## src/rtl/multiword_subtractor_seq.sv

```systemverilog
// Word-serial multiword subtractor: one WIDTH-bit word per transfer, LSW first,
// borrow chained through BR, single registered output stage with valid/ready.
module multiword_subtractor_seq #(
    parameter int WIDTH = 8,
    parameter int WORDS = 4
) (
    input  logic             CLK,
    input  logic             RST,
    input  logic             IN_VALID,
    output logic             IN_READY,
    input  logic [WIDTH-1:0] A,
    input  logic [WIDTH-1:0] B,
    input  logic             BI,
    output logic             OUT_VALID,
    input  logic             OUT_READY,
    output logic [WIDTH-1:0] RES,
    output logic             OUT_LAST,
    output logic             BO,
    output logic             ZERO,
    output logic             OVF
);
    localparam int IW = (WORDS > 1) ? $clog2(WORDS) : 1;
    localparam logic [IW-1:0] LAST_IDX = IW'(WORDS - 1);

    typedef enum logic {IDLE, BUSY} state_t;

    state_t           state_q, state_d;
    logic [IW-1:0]    idx_q, idx_d;
    logic             br_q, br_d;
    logic             valid_q, valid_d;
    logic [WIDTH-1:0] res_q, res_d;
    logic             last_q, last_d;
    logic             bo_q, bo_d;
    logic             zero_q, zero_d;
    logic             ovf_q, ovf_d;

    logic             in_xfer;
    logic             is_last;
    logic             bin;
    logic [WIDTH:0]   diff;

    assign IN_READY  = !valid_q || OUT_READY;
    assign OUT_VALID = valid_q;
    assign RES       = res_q;
    assign OUT_LAST  = last_q;
    assign BO        = bo_q;
    assign ZERO      = zero_q;
    assign OVF       = ovf_q;

    always_comb begin
        in_xfer = IN_VALID && IN_READY;
        is_last = (idx_q == LAST_IDX);
        // IDLE is exactly IDX==0, so it selects the external borrow-in
        bin     = (state_q == IDLE) ? BI : br_q;
        diff    = {1'b0, A} - {1'b0, B} - {{WIDTH{1'b0}}, bin};

        state_d = state_q;
        idx_d   = idx_q;
        br_d    = br_q;
        res_d   = res_q;
        last_d  = last_q;
        bo_d    = bo_q;
        zero_d  = zero_q;
        ovf_d   = ovf_q;
        valid_d = valid_q;

        if (in_xfer) begin
            valid_d = 1'b1;
        end else if (OUT_READY) begin
            valid_d = 1'b0;
        end

        if (in_xfer) begin
            state_d = is_last ? IDLE : BUSY;
            idx_d   = is_last ? '0 : idx_q + 1'b1;
            br_d    = diff[WIDTH];
            res_d   = diff[WIDTH-1:0];
            last_d  = is_last;
            bo_d    = diff[WIDTH];
            // zero_q doubles as the running accumulator; restarts on word 0
            zero_d  = ((state_q == IDLE) ? 1'b1 : zero_q) && (diff[WIDTH-1:0] == '0);
            ovf_d   = is_last && (A[WIDTH-1] != B[WIDTH-1]) && (diff[WIDTH-1] != A[WIDTH-1]);
        end
    end

    always_ff @(posedge CLK) begin
        if (RST) begin
            state_q <= IDLE;
            idx_q   <= '0;
            br_q    <= 1'b0;
            valid_q <= 1'b0;
            res_q   <= '0;
            last_q  <= 1'b0;
            bo_q    <= 1'b0;
            zero_q  <= 1'b0;
            ovf_q   <= 1'b0;
        end else begin
            state_q <= state_d;
            idx_q   <= idx_d;
            br_q    <= br_d;
            valid_q <= valid_d;
            res_q   <= res_d;
            last_q  <= last_d;
            bo_q    <= bo_d;
            zero_q  <= zero_d;
            ovf_q   <= ovf_d;
        end
    end
endmodule

```

## config.mk

```make
export PLATFORM = sky130hd
export DESIGN_NAME = multiword_subtractor_seq
export DESIGN_NICKNAME = d
export VERILOG_FILES = /design/src/rtl/multiword_subtractor_seq.sv
export SDC_FILE = /design/constraint.sdc
export NUM_CORES = 1
export LEC_CHECK = 0
export BUFFER_PORTS_ARGS = -buffer_cell sky130_fd_sc_hd__buf_2
export CAP_MARGIN = 20
export CORE_UTILIZATION = 45
export CTS_CLUSTER_SIZE = 20
export DETAILED_ROUTE_END_ITERATION = 10
export PLACE_DENSITY = 0.74
export SYNTH_ARGS = -nofsm -noshare
export SYNTH_HDL_FRONTEND = slang
export SYNTH_SLANG_ARGS = --single-unit
```

## constraint.sdc

```tcl
create_clock -name CLK -period 2.6 [get_ports CLK]
set_clock_uncertainty 0.15 [all_clocks]
set_input_delay 0.65 -clock CLK [delete_from_list [all_inputs] [get_ports CLK]]
set_output_delay 0.65 -clock CLK [all_outputs]
set_load 0.01 [all_outputs]
```

==> flow_metrics.tcl <==
set metrics [dict create \
    drt-total-wl_microns 2520 \
    postCtsHoldBufs 0 \
    synth-edff-count 0 \
    r2r-end "OVF" \
    reg2reg_depth 9 \
    synthesis.area_sq_um 1120 \
    rsz0062_at_grt "yes" \
    clk_path_buf_depth 2 \
    critPathArrivalTime_ps 2690 \
    cts_buffers 3 \
    postSynthAreaPerCell_sq_um 7.97 \
    ys_ff_latch 16 \
    synth-xor-area-share_pct 5.46 \
    drcViolationCount 0 \
    drt_iter0_drc 9 \
    grt_pass1_vias 1114 \
    die_y_microns 52.0 \
    cp_max_fo 4 \
    cts.sinks 16 \
    startpoint_type "input port" \
    gp_congestion 0.804 \
    grt_max_degree 20 \
    clockRootBuffer "clkbuf_4" \
    synth_top_family_by_area "adder cells" \
    worst_slack_ps -10.2 \
    fp.dieArea_sq_um 2700 \
    die_w_microns 52.0 \
    avgRoutedWirePerCell_microns 11.8 \
    clock.fmax_ghz 0.383 \
    synth_area_leaders "dfxtp_1 (29%), ha_1 (17%), inv_1 (7.7%)" \
    vias_per_cell 5.15 \
    required_ps 2680 \
    yosys_warnings 0 \
    cts_tree "yes" \
    drv_slew 0 \
    synth_top_area_share_pct 28.5 \
    diodes 0 \
    finalHoldViolations 0 \
    areaGrowthSynthToFinish_pct 31.4 \
    hp-class "flop to flop" \
    powerDensity_nw_per_um2 509 \
    synth-compound-area-share_pct 18.2 \
    end_kind "flop" \
    io_buffers 34 \
    final_area_sq_um 1480 \
    path_class "input port to flop" \
    synth-main-ff-cell "dfxtp_1" \
    synth_fa_ha_area_share_pct 20.3 \
    outcome "complete, but fails checks" \
    reg2reg_slack_ps 0 \
    synth.distinct_cells 34 \
    final_util_pct 64.9 \
    p_leak_uw 0.000740 \
    async_flop_share_pct 0 \
    synth-seq-area-share_pct 28.5 \
    hpwl_microns 2130 \
    setup_violations 1 \
    layout.nets 225 \
    num_rows 17 \
    antenna_left 0 \
    drv_cap 0 \
    peakVddDrop_mv 0.354 \
    htreeDepth 1 \
    drive_above_1_share_pct 31.7 \
    path_clk_slew_ps 100 \
    pin_count 35 \
    violations "negative setup slack" \
    drt_pre_antenna_iters 4 \
    synth_fp_nets 179 \
    layout_common_cells "buf_2 (34), inv_1 (23), nand2_1 (16)" \
    netlist_instances 141 \
    yosys.area.top_type "dfxtp_1" \
    clkLatencyLatePin_ps 290 \
    final_common_cell "buf_2" \
    grt_pass1_wl_microns 4270 \
    maxSlewHeadroom_pct 72.9 \
    yosys.area_share.simple_pct 17.4 \
    placed_area_sq_um 1440 \
    endpoint "OVF" \
    r2r-start "state_q" \
    grt.total_usage_pct 21.0 \
    num_vias 1102 \
    finalCritPeriodShare_pct 100 \
    crit_start "BI" \
    tightest_slew_ps 405 \
    core_sq_um 2280 \
    antenna_found_initial 0 \
    grt_overflow 0 \
    min_period_ps 2610 \
    muxShareOfSynthArea_pct 0.891 \
    start_util_pct 49.4 \
]
## worst min-delay path by stage
stage | from | endpoint | cells past startpoint
after floorplan | idx_q[1] | idx_q[1] | 2
final | RES[3] | RES[3] | 2
after CTS | RES[3] | RES[3] | 2
after global routing | RES[3] | RES[3] | 2
after global placement | OUT_LAST | OUT_LAST | 2
after detailed placement | RES[3] | RES[3] | 2
## kinds of logic (layout without fill, tap and decap cells)
group,after synthesis,count (layout)
mux,1,1
simple gates,40,40
compound gates,32,32
fa+ha+maj,17,17
flops,16,16
buf+inv,28,73
xor+xnor,7,7
## metrics by stage
| stage | setup TNS (ps) | hold WS, ps | setup WS, ps | cells | total power [uW] |
|---|---|---|---|---|---|
| floorplan | -131 | 290 | -131 | 141 | 477 |
| global placement | -699 | 291 | -297 | 210 | 576 |
| detailed placement | -1090 | 297 | -371 | 210 | 591 |
| CTS | -30.7 | 310 | -30.7 | 214 | 754 |
| global route | -97.1 | 335 | -97.1 | 214 | 800 |
| finish | -10.2 | 310 | -10.2 | 214 | 752 |
## routing by layer
| layer | wire [microns] | track usage [%] | vias to the layer above |
|---|---|---|---|
| met4 | 30 | 9.01 | 0 |
| met2 | 1370 | 40.4 | 28 |
| met3 | 88 | 2.63 | 4 |
| met1 | 1040 | 22.2 | 510 |
| met5 | 0 | 0 | - |
| li1 | - | - | 560 |
## cells in the mapped netlist (2+ instances only)
cell type / instances
inv_1: 23
dfxtp_1: 16
nand2_1: 16
ha_1: 15
a21oi_1: 13
nor2_1: 11
a211oi_1: 5
o21ai_1: 5
xor2_1: 5
clkbuf_1: 4
fa_1: 2
nand3_1: 2
nor3_1: 2
xnor2_1: 2
## power by group
part	internal, uW	switching (uW)
clock network	85.3	80.6
registers	267	12.8
logic	145	161
## worst max-delay path, cell delays in order
cell       delay, ps
buf_2            110
mux2i_4          130
fa_1             450
ha_2             210
o21ai_2          170
a211oi_2          90
or3_4            410
a2111oi_4        300
a311o_1          160
## layout make-up
class	count	area [sq um]
Clock buffer	4	36.3
Timing Repair Buffer	46	260
Fill cell	197	800
Sequential cell	16	322
Inverter	23	86.3
Multi-Input combinational cell	97	737
Tap cell	28	35.0
## flip-flops by register name, indices dropped and copies added, names as in the netlist
register	flops
idx_q	2
OVF	1
OUT_LAST	1
BO	1
RES	8
OUT_VALID	1
ZERO	1
state_q	1
## repair_timing
action | 4_1_cts | 5_1_grt
setup buffers | 0 | 0
gates resized for setup | 1 | 0
setup endpoints to repair | 1 | 1
pin swaps | 4 | 2
Note: power is estimated with default switching activity, not from simulation.
